<file path="src/rtl/fetch_pkg.sv">
// fetch_pkg: shared widths, constants and fetch-queue entry type for the fetch stage.
//   PC_W / INST_W      : address and instruction widths
//   BUBBLE_INST        : instruction presented to IF/ID when nothing is fetched
//   DEFAULT_RESET_PC   : default first fetch address
//   fq_entry_t         : one fetch-queue slot {pc, inst}
package fetch_pkg;
   localparam int PC_W = 32;
   localparam int INST_W = 32;
   localparam logic [INST_W-1:0] BUBBLE_INST = '0;
   localparam logic [PC_W-1:0] DEFAULT_RESET_PC = '0;
   typedef struct packed {
      logic [PC_W-1:0]   pc;
      logic [INST_W-1:0] inst;
   } fq_entry_t;
endpackage

</file>
<file path="src/rtl/fetch_queue.sv">
// fetch_queue: synchronous FIFO of fetched {pc, inst} entries; clear wins over push.
//   clk, rst (async, active-low)
//   clear      : drop all entries
//   push, din  : write an entry (caller guarantees space)
//   pop        : remove head (caller guarantees non-empty)
//   head       : combinational head entry (undefined when empty)
//   count      : number of valid entries
module fetch_queue
   import fetch_pkg::*;
#(
   parameter int DEPTH = 2
) (
   input  logic                     clk,
   input  logic                     rst,
   input  logic                     clear,
   input  logic                     push,
   input  fq_entry_t                din,
   input  logic                     pop,
   output fq_entry_t                head,
   output logic [$clog2(DEPTH):0]   count
);
   localparam int AW = $clog2(DEPTH);
   fq_entry_t mem [DEPTH];
   logic [AW-1:0] wr_ptr, rd_ptr;
   assign head = mem[rd_ptr];
   always_ff @(posedge clk)
      if (push && !clear) mem[wr_ptr] <= din;
   always_ff @(posedge clk or negedge rst)
      if (!rst) begin
         wr_ptr <= '0;
         rd_ptr <= '0;
         count  <= '0;
      end else if (clear) begin
         wr_ptr <= '0;
         rd_ptr <= '0;
         count  <= '0;
      end else begin
         wr_ptr <= wr_ptr + AW'(push);
         rd_ptr <= rd_ptr + AW'(pop);
         count  <= count + (AW+1)'(push) - (AW+1)'(pop);
      end
endmodule

</file>
<file path="src/rtl/if_fetch_unit.sv">
// if_fetch_unit: instruction fetch stage - PC, in-order imem requests, fetch queue, redirect squash.
//   clk, rst (async, active-low)
//   imem_req_valid/ready/addr  : word fetch request port
//   imem_resp_valid/data       : in-order instruction responses
//   if_id_stall                : IF/ID holding, do not pop
//   redirect_valid/pc          : restart fetch, squash wrong-path work
//   if_pc/if_inst              : queue head to IF/ID (0/bubble when empty)
//   fetch_misalign             : sticky misaligned-redirect flag
// Optional: FETCH_MISALIGN_CHK_EN enables the misaligned-redirect flag.
module if_fetch_unit
   import fetch_pkg::*;
#(
   parameter logic [PC_W-1:0] RESET_PC = DEFAULT_RESET_PC,
   parameter int              FQ_DEPTH = 2
) (
   input  logic              clk,
   input  logic              rst,
   output logic              imem_req_valid,
   input  logic              imem_req_ready,
   output logic [PC_W-1:0]   imem_req_addr,
   input  logic              imem_resp_valid,
   input  logic [INST_W-1:0] imem_resp_data,
   input  logic              if_id_stall,
   input  logic              redirect_valid,
   input  logic [PC_W-1:0]   redirect_pc,
   output logic [PC_W-1:0]   if_pc,
   output logic [INST_W-1:0] if_inst,
   output logic              fetch_misalign
);
   localparam int CW = $clog2(FQ_DEPTH) + 1;
   logic            run;
   logic [PC_W-1:0] fetch_pc, resp_pc, redirect_target;
   logic [CW-1:0]   outstanding, out_next, drop_cnt, q_count;
   logic            acc, dropping, push, pop, has_head;
   fq_entry_t       head;
   assign redirect_target = redirect_pc & ~PC_W'(3);
   // queue slots are reserved at issue time so a response can always be pushed
   assign imem_req_valid = run && (CW+1)'(q_count) + (CW+1)'(outstanding) < (CW+1)'(FQ_DEPTH);
   assign imem_req_addr  = fetch_pc;
   assign acc            = imem_req_valid && imem_req_ready;
   assign dropping       = drop_cnt != '0;
   assign push           = imem_resp_valid && !dropping && !redirect_valid;
   assign has_head       = q_count != '0;
   assign pop            = has_head && !if_id_stall && !redirect_valid;
   assign out_next       = outstanding + CW'(acc) - CW'(imem_resp_valid);
   assign if_pc          = has_head ? head.pc : '0;
   assign if_inst        = has_head ? head.inst : BUBBLE_INST;
   fetch_queue #(.DEPTH(FQ_DEPTH)) u_fq (
      .clk   (clk),
      .rst   (rst),
      .clear (redirect_valid),
      .push  (push),
      .din   ('{pc: resp_pc, inst: imem_resp_data}),
      .pop   (pop),
      .head  (head),
      .count (q_count)
   );
   // resp_pc tracks the address of the next kept response: responses are in order
   // and every request issued since the last redirect is sequential from it
   always_ff @(posedge clk or negedge rst)
      if (!rst) begin
         run         <= 1'b0;
         fetch_pc    <= RESET_PC;
         resp_pc     <= RESET_PC;
         outstanding <= '0;
         drop_cnt    <= '0;
      end else begin
         run         <= 1'b1;
         outstanding <= out_next;
         if (redirect_valid) begin
            fetch_pc <= redirect_target;
            resp_pc  <= redirect_target;
            drop_cnt <= out_next;
         end else begin
            if (acc) fetch_pc <= fetch_pc + PC_W'(4);
            if (push) resp_pc <= resp_pc + PC_W'(4);
            if (imem_resp_valid && dropping) drop_cnt <= drop_cnt - CW'(1);
         end
      end
`ifdef FETCH_MISALIGN_CHK_EN
   always_ff @(posedge clk or negedge rst)
      if (!rst) fetch_misalign <= 1'b0;
      else if (redirect_valid && redirect_pc[1:0] != 2'b00) fetch_misalign <= 1'b1;
`else
   assign fetch_misalign = 1'b0;
`endif
endmodule

</file>
<file path="config.mk">
export PLATFORM = sky130hd
export DESIGN_NAME = if_fetch_unit
export DESIGN_NICKNAME = d
export VERILOG_FILES = /design/src/rtl/fetch_pkg.sv /design/src/rtl/fetch_queue.sv /design/src/rtl/if_fetch_unit.sv
export SDC_FILE = /design/constraint.sdc
export NUM_CORES = 1
export LEC_CHECK = 0
export CAP_MARGIN = 30
export CORE_MARGIN = 4
export CORE_UTILIZATION = 48
export DETAILED_ROUTE_END_ITERATION = 6
export PLACE_DENSITY_LB_ADDON = 0.08
export SETUP_SLACK_MARGIN = 0.05
export SYNTH_ARGS = -nofsm -noshare
export SYNTH_HDL_FRONTEND = slang
export SYNTH_HIERARCHICAL = 1
export SYNTH_SLANG_ARGS = --single-unit
</file>
<file path="constraint.sdc">
create_clock -name clk -period 6.7 [get_ports clk]
set_clock_uncertainty 0.05 [all_clocks]
set_input_delay 1.34 -clock clk [delete_from_list [all_inputs] [get_ports clk]]
set_output_delay 1.34 -clock clk [all_outputs]
set_load 0.03 [all_outputs]
</file>
==> qor.csv, run 1 <==
stage,metric,value,unit
synthesis,Synth async-reset ratio,35.0,%
route,average wire per standard cell,18.0,um
route,post-route antenna net violation count,0,
die,core region area,19500,um^2
sta,clock period minus worst slack,4.08,ns
synthesis,Post-synth EDFFs,128,
synthesis,"Cell Area, Synth",9490,um^2
critical_path,Setup crit end kind,output pin,
route,DRT Pass-1 Iters,4,
sta,worst slew pin tran,0.950,ns
sta,setup TNS,0,ns
synthesis,Area contributors post-synth,"edfxtp_1, dfrtp_1, mux2_4, nor2b_1, mux2_2",
power,worst ir drop on vdd,0.187,mV
synthesis,Cell variety after synth,56,
cts,cts bufs inserted,17,
placed_design,Placed Area,11400,um^2
cells_and_area,number of inserted diodes,0,
critical_path,Worst path max stage delay,0.67,ns
placed_design,Port Buf Inserts,162,
cts,H-tree depth,4,
cts,Sink Count,197,
sta,final hold slack,0.484,ns
sta,Peak Freq,245,MHz
critical_path,CP required,5.31,ns
cells_and_area,Multi-input gate area,3680,um^2
critical_path,Max Fanout on Critical Path,4,
cells_and_area,Register Area,5570,um^2
sta,final hold violations,0,
cells_and_area,Layout area overhead,26.4,%
route,DRT iter0 DRCs,354,
cts,CTS Root Cell,clkbuf_16,
die,Die Height,149,um
sta,worst relative slew slack,36.1,%
cts,clk buf depth,2,
sta,Setup Viol. Count Final,0,
placed_design,Cells after DPL,1135,
die,IO Pins,168,
critical_path,critical path cell sequence,"and2_1, fa_1, or3b_4, inv_1, clkdlybuf4s50_1",
die,die area,22100,um^2
synthesis,ys flop type,edfxtp_1,
power,PD cells,301,nW/um^2
cts,Clock transition at path regs,0.06,ns
route,DR vias/cell,5.53,
synthesis,cells after synthesis,730,
global_routing,first-pass GRT wire length,33.3,mm
cells_and_area,fin area,12000,um^2
cells_and_area,Finished Layout Cells,1167,
cells_and_area,Layout Nets,967,
synthesis,post-synthesis register bit count,197,
critical_path,WP data arrival,2.69,ns
cells_and_area,"leading cell types in the layout, fill and taps excluded","clkdlybuf4s50_1, edfxtp_1, nor2b_1",
placed_design,Placer Congestion,0.815,
cts,Setup Buffers After CTS,0,
placed_design,Post-DP HPWL,14.4,mm
synthesis,Syn Area/Cell,13.0,um^2
global_routing,vias in the first global route,6530,
cells_and_area,fillers,1508,
critical_path,crit path kind,reg2out,
global_routing,largest net degree at the start of global routing,70,
cts,PostCTS Resize Cnt,0,
route,DRC,0,
critical_path,Setup crit start kind,register,
outcome,status,"complete, no violations",
sta,final worst path period share,60.8,%
cts,"Clk Latency, worst-skew pair",0.43,ns
die,FP Rows,51,
synthesis,top cell type's share of synthesized area,40.5,%
route,via count,6459,
power,leakage,4.28,nW
sta,RSZ-0062 raised after global routing,no,
critical_path,CP max stage cell,clkdlybuf4s50_1,
cts,CTS tree,yes,
die,DIE WIDTH,149,um
global_routing,antenna violations before repair,0,
synthesis,leading area contributor after synthesis,edfxtp_1,
cts,Post-CTS Hold Fix Bufs,0,
sta,Slew Limit Fails,0,
die,Starting Density,48.8,%
cells_and_area,"most common cell after layout, fill and taps aside",clkdlybuf4s50_1,
cells_and_area,share of post-route cells with drive strength above 1,15.2,%
synthesis,"Seq/Total Area, Yosys",58.7,%
min_path,hold crit path type,reg2reg,
route,final WL,21.0,mm
global_routing,"Remaining Overflow, GRT",0,
synthesis,Ys Warns,6,
run,Max Cap Viol,0,
global_routing,All-Layer GR Usage,19.0,%
-- Yosys cell counts, types with 7 or more instances --
library cell / n
a211oi_1: 11
a21oi_1: 10
a31oi_1: 19
and3_1: 7
and4_1: 11
clkbuf_1: 23
dfrtp_1: 69
edfxtp_1: 128
ha_1: 7
inv_1: 19
mux2_2: 30
mux2_4: 50
nand2_1: 25
nand3_1: 20
nand4_1: 22
nor2_1: 33
nor2b_1: 75
nor3_1: 20
nor4_1: 15
o21ai_0: 11
o31ai_1: 14
or4_1: 15
xnor2_1: 14
xor2_1: 9
-- critical path: cells and delay by family, from the launching register on --
family / cells / cell delay (ns)
flip-flops: 1 / 0.42
buffers and inverters: 2 / 0.75
AND/OR/NAND/NOR: 2 / 0.61
adder cells (fa/ha/maj): 1 / 0.49
-- cell type report --
type                    instances  area share [%]
flip-flops and latches        197            46.5
multi-input cells             480            30.7
repair buffers                173            14.3
clock buffers                  17            3.55
well taps                     265            2.76
clock inverters                15            1.68
inverters                      20           0.626
-- cell families after synthesis --
family	count (synthesis)	synth area share, %
fa+ha+maj	8	1.13
flops	197	58.7
other cells	2	0.0791
simple gates	269	16.5
xor+xnor	24	2.36
buf+inv	59	2.98
compound gates	89	6.55
mux	82	11.7
-- final timing paths --
kind	start	end	slack [ns]	cells past startpoint
hold / removal	resp_pc[16]	u_fq/mem[0][48]	0.48	0
hold reg to reg	resp_pc[16]	u_fq/mem[0][48]	0.48	0
setup reg to reg	u_fq/count[0]	imem_req_addr[22]	3.57	7
setup / recovery	u_fq/count[0]	imem_req_valid	2.62	5
min in group asynchronous	rst	imem_req_addr[5]	1.06	2
max in group asynchronous	rst	u_fq/rd_ptr	4.83	2
-- per-stage QoR --
stage / power [mW] / worst slack, ns / util [%]
3_5_place_dp: 2.57 / 2.38 / 58.4
5_1_grt: 3.77 / 2.54 / 61.7
2_1_floorplan: 2.16 / 1.70 / -
6_report: 3.61 / 2.62 / 61.7
4_1_cts: 3.64 / 2.61 / 61.7
3_3_place_gp: 2.54 / 2.40 / 58.3
-- flip-flops by register name, summed over array words and instances, names as in the netlist --
name           count
u_fq/mem         128
imem_req_addr     30
resp_pc           30
drop_cnt           2
outstanding        2
u_fq/count         2
run                1
u_fq/rd_ptr        1
u_fq/wr_ptr        1
-- where the power goes --
group	total [mW]	leakage [nW]	internal, mW	switching (mW)
Sequential	1.50	1.97	1.40	0.103
Clock	1.07	0.302	0.629	0.446
Combinational	1.03	2.01	0.452	0.580
-- per-layer routing --
metal / part of all wire [%] / global-route usage, % / up-vias
met5: 0 / 0 / -
met4: 1.0 / 5.40 / 0
met3: 5.7 / 4.39 / 16
met2: 49 / 30.8 / 219
met1: 45 / 25.7 / 3165
li1: - / - / 3059
Note: power is estimated with default switching activity, not from simulation.
==> run 2: changes to the inputs <==
CORE_UTILIZATION = 50   (was 48)
clock period = 3.9 ns   (was 6.7 ns; I/O delays follow)
==> qor.csv, run 2 (synthesized netlist as in run 1, its figures left out) <==
stage,metric,value,unit
outcome,status,"complete, no violations",
cells_and_area,Layout area overhead,26.3,%
cts,CTS tree,yes,
sta,Peak Freq,285,MHz
route,DRT Pass-1 Iters,5,
sta,Slew Limit Fails,0,
cts,clk buf depth,2,
cts,H-tree depth,4,
cts,Setup Buffers After CTS,0,
route,post-route antenna net violation count,0,
route,average wire per standard cell,18.5,um
critical_path,crit path kind,reg2out,
critical_path,worst reg2reg startpoint,u_fq/count[0],
placed_design,Setup WS pre-CTS,0.637,ns
die,core region area,18700,um^2
critical_path,Reg-to-Reg End,imem_req_addr[22],
sta,clock period minus worst slack,3.50,ns
die,Starting Density,50.7,%
global_routing,antenna violations before repair,0,
sta,PnR worst setup slack,0.396,ns
sta,worst slew pin tran,0.806,ns
critical_path,WP data arrival,2.67,ns
route,final WL,21.1,mm
sta,Setup Viol. Count Final,0,
cells_and_area,Biggest register,u_fq/mem,
route,via count,6553,
placed_design,Placed Area,11400,um^2
cts,PostCTS Resize Cnt,0,
sta,worst relative slew slack,45.7,%
cts,"Clk Latency, worst-skew pair",0.43,ns
placed_design,Placer Congestion,0.864,
die,FP Rows,50,
global_routing,largest net degree at the start of global routing,65,
cts,Sink Count,197,
critical_path,crit path from,u_fq/count[0],
cells_and_area,share of post-route cells with drive strength above 1,15.5,%
critical_path,Setup crit end kind,output pin,
sta,final worst path period share,89.9,%
run,Max Cap Viol,0,
min_path,hold crit path type,in2async,
cells_and_area,max reg flops,128,
cells_and_area,"most common cell after layout, fill and taps aside",clkdlybuf4s50_1,
cts,cts bufs inserted,17,
global_routing,All-Layer GR Usage,19.7,%
sta,setup TNS,0,ns
critical_path,R2R depth,7,
sta,final hold violations,0,
die,IO Pins,168,
placed_design,Post-DP HPWL,14.7,mm
power,worst ir drop on vdd,0.344,mV
route,DR vias/cell,5.75,
cells_and_area,Util after Layout,64.1,%
critical_path,CP required,3.07,ns
route,DRC,0,
cells_and_area,Finished Layout Cells,1140,
power,PD cells,507,nW/um^2
placed_design,Port Buf Inserts,162,
cells_and_area,fin area,12000,um^2
critical_path,R2R Setup Slk,0.77,ns
global_routing,"Remaining Overflow, GRT",0,
die,Die Height,146,um
cells_and_area,number of inserted diodes,0,
critical_path,CP endpoint,imem_req_valid,
global_routing,vias in the first global route,6580,
critical_path,Setup crit start kind,register,
sta,RSZ-0062 raised after global routing,no,
cts,Clock transition at path regs,0.08,ns
die,die area,21200,um^2
cts,Post-CTS Hold Fix Bufs,0,
route,DRT iter0 DRCs,325,
cells_and_area,"leading cell types in the layout, fill and taps excluded","clkdlybuf4s50_1, edfxtp_1, nor2b_1",
global_routing,first-pass GRT wire length,34.0,mm
power,leakage,4.28,nW
critical_path,Max Fanout on Critical Path,4,
cells_and_area,Layout Nets,971,
cts,CTS Root Cell,clkbuf_16,
placed_design,Cells after DPL,1108,
die,DIE WIDTH,146,um
==> run 2: cell count changes in the layout (fill, tap and decap cells not counted), sizes merged <==
cell    before  now
inv         23   25
clkinv       5    6
buf         13   17
bufinv       4    1
==> run 2: area by class of cell <==
| cell class | count | area [um^2] |
|---|---|---|
| Tap cell | 234 | 293 |
| Clock inverter | 15 | 150 |
| Sequential cell | 197 | 5570 |
| Multi-Input combinational cell | 480 | 3680 |
| Clock buffer | 17 | 425 |
| Fill cell | 1404 | 6720 |
| Timing Repair Buffer | 177 | 1790 |
| Inverter | 20 | 75.1 |
==> run 2: critical path: stages, from the launching register on <==
cell and delay [ns]:
dfrtp_1 0.44, and2_1 0.18, fa_1 0.46, or3b_4 0.43
inv_1 0.07, clkdlybuf4s50_1 0.66
==> run 2: routing by layer <==
metal | up-vias | share of wire, % | track usage [%]
met4 | 0 | 1.5 | 6.89
met1 | 3212 | 46 | 26.6
li1 | 3080 | - | -
met3 | 28 | 5.1 | 3.96
met5 | - | 0 | 0
met2 | 233 | 48 | 32.1
==> run 2: worst min path at each step <==
stage | from | end | slack [ns] | cells after the start
after floorplan | resp_pc[13] | u_fq/mem[0][45] | 0.39 | 0
after global placement | resp_pc[16] | u_fq/mem[0][48] | 0.45 | 0
after detailed placement | resp_pc[10] | u_fq/mem[1][42] | 0.46 | 0
after CTS | rst | imem_req_addr[6] | 0.34 | 1
after global routing | rst | imem_req_addr[7] | 0.37 | 1
final | rst | imem_req_addr[7] | 0.32 | 1
==> run 2: stage by stage <==
step,power (mW),hold slack [ns]
2_1_floorplan,3.71,0.387
3_3_place_gp,4.38,0.450
3_5_place_dp,4.42,0.459
4_1_cts,6.13,0.339
5_1_grt,6.35,0.372
6_report,6.07,0.323
==> run 2: power breakdown <==
| part | switching, mW | internal, mW |
|---|---|---|
| Clock | 0.796 | 0.899 |
| Sequential | 0.187 | 2.40 |
| Combinational | 0.992 | 0.796 |
| Total | 1.98 | 4.10 |
